## config.mk

```make
export PLATFORM = sky130hd
export DESIGN_NAME = mult_pass_sequencer
export DESIGN_NICKNAME = d
export VERILOG_FILES = /design/src/rtl/mult_pass_sequencer.sv
export SDC_FILE = /design/constraint.sdc
export NUM_CORES = 1
export LEC_CHECK = 0
export ABC_AREA = 1
export ABC_CLOCK_PERIOD_IN_PS = 1700
export BUFFER_PORTS_ARGS = -buffer_cell sky130_fd_sc_hd__buf_2
export CORE_MARGIN = 2
export CORE_UTILIZATION = 49
export DETAILED_ROUTE_END_ITERATION = 16
export PLACE_DENSITY = 0.79
export SETUP_SLACK_MARGIN = 0.15
export SLEW_MARGIN = 5
export SYNTH_ARGS = -nofsm -noshare
export SYNTH_HDL_FRONTEND = slang
export SYNTH_SLANG_ARGS = --single-unit
```

## constraint.sdc

```tcl
create_clock -name clk -period 1.7 [get_ports clk]
set_clock_uncertainty 0.2 [all_clocks]
set_input_delay 0.085 -clock clk [delete_from_list [all_inputs] [get_ports clk]]
set_output_delay 0.085 -clock clk [all_outputs]
set_load 0.02 [all_outputs]
```

## src/rtl/mult_pass_sequencer.sv

```systemverilog
// Multi-pass multiply sequencer: steps dir/dir_counter over NUM_PASSES x PASS_LEN beats, then strobes data_done.
// stall freezes the sequence and abort cancels the job. SEQ_AUTO_RESTART_EN lets DONE start the next job directly.
module mult_pass_sequencer #(
  parameter int NUM_PASSES = 4,
  parameter int PASS_LEN   = 36,
  localparam int DIR_W     = (NUM_PASSES > 1) ? $clog2(NUM_PASSES) : 1,
  localparam int CNT_W     = (PASS_LEN > 1) ? $clog2(PASS_LEN) : 1
) (
  input  logic             clk,
  input  logic             reset_n,
  input  logic             data_rdy,
  input  logic             stall,
  input  logic             abort,
  output logic [DIR_W-1:0] dir,
  output logic [CNT_W-1:0] dir_counter,
  output logic             mult_en,
  output logic             pass_done,
  output logic             data_done,
  output logic             busy
);

  typedef enum logic [1:0] {
    IDLE = 2'd0,
    RUN  = 2'd1,
    DONE = 2'd2
  } state_t;

  localparam logic [DIR_W-1:0] LAST_DIR = DIR_W'(NUM_PASSES - 1);
  localparam logic [CNT_W-1:0] LAST_CNT = CNT_W'(PASS_LEN - 1);

  state_t           state, state_nxt;
  logic [DIR_W-1:0] dir_nxt;
  logic [CNT_W-1:0] cnt_nxt;
  logic             done_nxt;

  assign mult_en   = (state == RUN) && !stall && !abort;
  assign pass_done = mult_en && (dir_counter == LAST_CNT);
  assign busy      = (state != IDLE);

  always_comb begin
    state_nxt = state;
    dir_nxt   = dir;
    cnt_nxt   = dir_counter;
    done_nxt  = 1'b0;
    if (abort) begin
      state_nxt = IDLE;
      dir_nxt   = '0;
      cnt_nxt   = '0;
    end else begin
      case (state)
        IDLE: begin
          dir_nxt = '0;
          cnt_nxt = '0;
          if (data_rdy) state_nxt = RUN;
        end
        RUN: begin
          if (mult_en) begin
            if (dir_counter != LAST_CNT) begin
              cnt_nxt = dir_counter + CNT_W'(1);
            end else if (dir != LAST_DIR) begin
              cnt_nxt = '0;
              dir_nxt = dir + DIR_W'(1);
            end else begin
              // last beat of the last pass: data_done is registered so it lines up with DONE
              state_nxt = DONE;
              dir_nxt   = '0;
              cnt_nxt   = '0;
              done_nxt  = 1'b1;
            end
          end
        end
        DONE: begin
          state_nxt = IDLE;
          dir_nxt   = '0;
          cnt_nxt   = '0;
`ifdef SEQ_AUTO_RESTART_EN
          if (data_rdy) state_nxt = RUN;
`else
`endif
        end
        default: begin
          state_nxt = IDLE;
          dir_nxt   = '0;
          cnt_nxt   = '0;
        end
      endcase
    end
  end

  always_ff @(posedge clk or negedge reset_n) begin
    if (!reset_n) begin
      state       <= IDLE;
      dir         <= '0;
      dir_counter <= '0;
      data_done   <= 1'b0;
    end else begin
      state       <= state_nxt;
      dir         <= dir_nxt;
      dir_counter <= cnt_nxt;
      data_done   <= done_nxt;
    end
  end

endmodule

```

==> flow_metrics.py, run 1 <==
metrics = {
    "synth": {
        "synthFlopType": "dfrtp_1",
        "ys_seq_elements": 11,
        "synth_fa_ha_area_share_pct": 3.81,
        "synthXorXnorAreaFrac_pct": 1.33,
        "synth_compound_area_share_pct": 1.33,
        "avgSynthCellArea_um2": 7.82,
        "synth_top_family_by_area": "simple AND/OR/NAND/NOR gates",
        "synth_simple_gate_area_share_pct": 45.0,
        "netlist_instances": 84,
        "yosysTopAreaCellShare_pct": 41.9,
        "ys_types": 21,
        "ys_async_sr_fraction_pct": 100,
        "synthMuxAreaShare_pct": 1.52,
        "syn_nets": 91,
        "syn_area_um2": 657,
        "yosysSeqAreaShare_pct": 41.9,
        "synth_edf_count": 0,
        "synth_area_leaders": "dfrtp_1 (42%), nand2_1 (15%), nor2_1 (5.7%)",
        "synth.largest_area_cell": "dfrtp_1",
        "yosys_warnings": 0,
    },
    "route": {
        "vias": 612,
        "antenna_left": 0,
        "first_pass_iters": 4,
        "dr.first_iter.drc_count": 6,
        "wirelength_um": 1420,
        "wire_per_inst_um": 11.2,
        "drcViolationCount": 0,
        "viasPerCell": 4.82,
    },
    "global_routing": {
        "grt_use_total_pct": 21.6,
        "grt_pass1_vias": 526,
        "antenna_found_initial": 0,
        "grt_start_max_net_pins": 12,
        "grt_pass1_wl_um": 2220,
        "grt_overflow_total": 0,
    },
    "placement": {
        "port_buffers": 16,
        "dp.cells": 115,
        "place_ws_ns": 0.198,
        "gp_congestion": 0.804,
        "dp_hpwl_um": 964,
    },
    "die": {
        "die_h_um": 40.6,
        "start_util_pct": 51.8,
        "die_x_um": 40.6,
        "core.rowCount": 13,
        "core_mm2": 0.00127,
        "io_pins": 17,
        "die_area_mm2": 0.00165,
    },
    "pwr": {
        "comb_power_share_pct": 37.4,
        "p_seq_share_pct": 39.7,
        "leakagePower_nw": 0.475,
        "p_int_uw": 493,
        "swShare_pct": 40.3,
        "peakVddDrop_v": 0.000484,
        "switchingPower_uw": 332,
        "p_clk_share_pct": 22.9,
        "p_per_area_mw_per_mm2": 917,
    },
    "outcome": {
        "outcome": "finished, violations left",
        "failed_checks": "negative hold slack",
    },
    "worst_setup_path": {
        "critPathRequiredTime_ns": 1.41,
        "critPathMaxFanout": 2,
        "critPathLaunchType": "flop",
        "rr_worst_depth": 8,
        "worstSetupPathType": "flop to output port",
        "r2r_slack_ns": 0.21,
        "setup.worst_path.end_class": "output port",
        "cp.arrival_ns": 1.36,
    },
    "timing": {
        "tightest_slew_ns": 0.242,
        "slew_headroom_pct": 83.9,
        "fin_crit_sh_pct": 96.7,
        "hold_viol": 13,
        "setup_viol": 0,
        "rsz0062_at_grt": "true",
        "finalCriticalPeriod_ns": 1.64,
        "final.setup.worst_slack_ns": 0.0553,
        "slew_viol_final": 0,
        "fin_hold_ws_ns": -0.0232,
        "max_freq_mhz": 608,
        "tns_ns": 0,
    },
    "clock_network": {
        "clk_latency_ns": 0.28,
        "cts_tree": "built",
        "clock_path_buffers": 2,
        "cts.clk_slew.worst_paths_ns": 0.07,
        "htreeDepth": 1,
        "ctsRootBufferMaster": "clkbuf_4",
        "clock_sinks": 11,
        "cts_buffers": 3,
    },
    "finish": {
        "fin_nets": 120,
        "final_common_cell": "nand2_1",
        "fillers": 104,
        "antennaDiodeCount": 0,
        "stdcell_count": 127,
        "syn_to_final_growth_pct": 37.0,
        "multi_input_area_um2": 382,
        "drive_gt1_share_pct": 38.4,
        "final_cell_mix": "nand2_1 (27), buf_2 (14), nor2_1 (9), dfrtp_1 (9)",
        "seq_area_um2": 278,
    },
    "min_path": {
        "hold_depth": 4,
        "hold_class": "input port to flop",
    },
    "flow_run": {
        "timing.max_cap.violations": 0,
    },
}
[power groups by stage]
stage	Sequential, mW	Clock [mW]	Combinational [mW]
after CTS	0.327	0.189	0.303
after detailed placement	0.331	0	0.280
after global routing	0.332	0.197	0.342
after global placement	0.329	0	0.276
after floorplan	0.349	0	0.183
final	0.327	0.189	0.309
[registers in the layout, indices dropped and copies added (netlist names)]
signal / count
dir_counter: 6
dir: 2
state: 2
data_done: 1
[per-layer routing]
| metal | track usage, % | vias to the layer above | wire length (um) |
|---|---|---|---|
| li1 | - | 322 | - |
| met1 | 26.0 | 271 | 616 |
| met2 | 34.5 | 14 | 702 |
| met3 | 5.43 | 5 | 67 |
| met4 | 12.5 | 0 | 36 |
| met5 | 0 | - | 0 |
[repair_timing]
action,in CTS,in global routing
hold endpoints to repair,17,0
gates cloned,0,0
buffers inserted,4,0
hold buffers,4,0
setup endpoints to repair,2,5
resized for setup,5,3
pin swaps,3,0
[final timing paths]
kind	startpoint	end
setup / recovery	dir_counter[0]	pass_done
hold / removal	abort	state[1]
setup reg to reg	dir_counter[0]	dir_counter[5]
hold reg to reg	dir[1]	dir[1]
max in group asynchronous	reset_n	dir_counter[1]
min in group asynchronous	reset_n	state[1]
[cells in the mapped netlist, types with 2 or more instances]
| master | n |
|---|---|
| nand2_1 | 27 |
| dfrtp_1 | 11 |
| nor2_1 | 10 |
| inv_1 | 7 |
| nand2_2 | 4 |
| nand3_1 | 4 |
| ha_1 | 2 |
| nand3_2 | 2 |
| nand4_1 | 2 |
| nor2_2 | 2 |
| nor2_4 | 2 |
| nor3_1 | 2 |
[per-stage QoR]
stage / area [um^2] / power (mW) / utilization, %
finish: 900 / 0.825 / 70.9
global route: 900 / 0.871 / 70.9
CTS: 895 / 0.819 / 70.5
detailed placement: 779 / 0.611 / 61.4
global placement: 779 / 0.605 / 61.4
floorplan: 681 / 0.532 / -
[kinds of logic after synthesis]
family / after synthesis
adders and majority gates: 2
and+or+nand+nor: 59
muxes: 1
buffers and inverters: 9
DFF: 11
xor gates and xnor gates: 1
AOI/OAI and AO/OA: 1
[final cells by class]
class / count / area share (%)
Clock buffer: 4 / 2.92
Inverter: 9 / 4.03
Multi-Input combinational cell: 64 / 42.4
Sequential cell: 11 / 30.9
Tap cell: 15 / 2.09
Timing Repair Buffer: 24 / 17.7
[worst max-delay path: stages (launching register included)]
cell and delay, ns:
dfrtp_2 0.38, ha_4 0.15, inv_4 0.04, nor2_4 0.10, nand3_2 0.10, nor3_4 0.16
buf_6 0.14
No activity file was read; power rests on OpenSTA's default activity.
==> run 2: changes to the inputs <==
ABC_CLOCK_PERIOD_IN_PS = 1300   (was 1700)
CORE_UTILIZATION = 45   (was 49)
PLACE_DENSITY = 0.76   (was 0.79)
clock period = 1.3 ns   (was 1.7 ns; I/O delays follow)
==> flow_metrics.py, run 2 (synthesized netlist as in run 1, its figures left out) <==
metrics = {
    "route": {
        "wl_met1_um": 847,
        "met2_length_um": 890,
        "dr.first_iter.drc_count": 17,
        "wirelength_um": 1840,
        "topRoutingLayerUsed": "met4",
        "first_pass_iters": 4,
        "viasPerCell": 4.97,
        "vias": 696,
        "wire_per_inst_um": 13.1,
        "drcViolationCount": 0,
        "dr_wl_met3_um": 80,
        "antenna_left": 0,
    },
    "finish": {
        "top_regs": "dir_counter x6, dir x2, state x2",
        "final_common_cell": "nand2_1",
        "fin_nets": 133,
        "syn_to_final_growth_pct": 67.6,
        "top_register": "dir_counter",
        "drive_gt1_share_pct": 51.2,
        "antennaDiodeCount": 0,
        "final_cell_mix": "nand2_1 (25), buf_6 (18), nor2_1 (9), buf_4 (9)",
        "largest_reg_flops": 6,
    },
    "clock_network": {
        "ctsRootBufferMaster": "clkbuf_4",
        "clock_sinks": 11,
        "clock_path_buffers": 2,
        "clk_latency_ns": 0.27,
        "hold_buffers": 3,
        "cts_tree": "built",
        "htreeDepth": 1,
        "cts_buffers": 3,
        "cts.clk_slew.worst_paths_ns": 0.08,
    },
    "timing": {
        "slew_viol_final": 0,
        "rsz0062_at_grt": "true",
        "max_freq_mhz": 617,
        "setup_viol": 17,
        "hold_viol": 12,
        "final.setup.worst_slack_ns": -0.320,
        "slew_headroom_pct": 82.7,
        "finalCriticalPeriod_ns": 1.62,
        "fin_hold_ws_ns": -0.0221,
        "tightest_slew_ns": 0.260,
        "fin_crit_sh_pct": 125,
    },
    "die": {
        "die_area_mm2": 0.00178,
        "core_mm2": 0.00133,
        "core.rowCount": 13,
        "start_util_pct": 49.2,
        "die_x_um": 42.2,
        "io_pins": 17,
        "die_h_um": 42.2,
    },
    "worst_setup_path": {
        "setup.worst_path.end_class": "output port",
        "cp.arrival_ns": 1.35,
        "critPathRequiredTime_ns": 1.03,
        "worstSetupPathType": "flop to output port",
        "critPathMaxFanout": 2,
        "critPathLaunchType": "flop",
    },
    "pwr": {
        "p_per_area_mw_per_mm2": 1110,
        "peakVddDrop_v": 0.000717,
        "finalPower_mw": 1.22,
        "leakagePower_nw": 0.557,
    },
    "global_routing": {
        "grt_pass1_vias": 613,
        "antenna_found_initial": 0,
        "grt_start_max_net_pins": 12,
        "grt_pass1_wl_um": 2740,
        "grt_use_total_pct": 20.3,
        "grt_overflow_total": 0,
    },
    "placement": {
        "dp_hpwl_um": 1160,
        "gp_congestion": 0.903,
        "port_buffers": 16,
    },
    "outcome": {
        "outcome": "finished, violations left",
        "failed_checks": "negative hold slack, negative setup slack",
    },
    "flow_run": {
        "timing.max_cap.violations": 0,
    },
    "min_path": {
        "hold_class": "input port to async pin",
    },
}
## run 2: cell count changes in the layout (fill, tap and decap cells not counted), moves of 2 or more
| cell | delta |
|---|---|
| dfrtp_1 | -2 |
| buf_2 | -7 |
| nand3_2 | +2 |
| buf_4 | +4 |
| nand2_1 | -2 |
| dfrtp_2 | +2 |
| nand3_1 | -2 |
| buf_6 | +17 |
## run 2: area by class of cell
| cell class | count | area [um^2] |
|---|---|---|
| sequential | 11 | 280 |
| timing repair buffer | 37 | 335 |
| inverter | 9 | 38.8 |
| clock buffer | 4 | 26.3 |
| multi-input combinational | 64 | 402 |
| fill | 95 | 233 |
| tap | 15 | 18.8 |
## run 2: final timing paths
path                                start              to  slack [ns]  cells after the start
max reg2reg                dir_counter[1]          dir[1]       -0.23                      9
min in group clk                    stall          dir[1]       -0.02                      4
max in group asynchronous         reset_n        state[0]        0.68                      2
min reg2reg                        dir[1]          dir[1]        0.32                      2
min                               reset_n  dir_counter[3]       -0.02                      2
max                        dir_counter[1]       pass_done       -0.32                      6
## run 2: critical path: stages, from the launching register on
cell,delay (ns)
dfrtp_2,0.40
ha_4,0.15
inv_2,0.05
nor2_4,0.09
nand3_2,0.10
nor3_4,0.15
buf_6,0.14
## run 2: per-stage QoR
stage / area [um^2] / utilization (%) / instances / setup TNS [ns] / worst slack (ns)
2_1_floorplan: 689 / - / 84 / -1.05 / -0.276
3_3_place_gp: 856 / 64.2 / 124 / -0.399 / -0.117
3_5_place_dp: 856 / 64.2 / 124 / -0.706 / -0.158
4_1_cts: 1040 / 77.9 / 135 / -1.43 / -0.300
5_1_grt: 1100 / 82.6 / 140 / -2.94 / -0.379
6_report: 1100 / 82.6 / 140 / -2.00 / -0.320
## run 2: timing repair
action,in CTS,in global routing
buffers inserted,4,5
endpoints found under the setup margin,20,20
hold endpoints to repair,15,1
pin swaps,3,2
resized for setup,29,7
## run 2: where the power goes
part           internal (mW)  total, mW  switching, mW  leakage, nW
registers              0.388      0.434         0.0463        0.145
logic                  0.245      0.549          0.304        0.398
clock network          0.119      0.241          0.122       0.0150
## run 2: per-layer routing
metal	up-vias	GRT usage, %
met5	-	0
met4	0	3.75
met3	4	5.17
met2	14	31.1
met1	329	29.3
li1	349	-
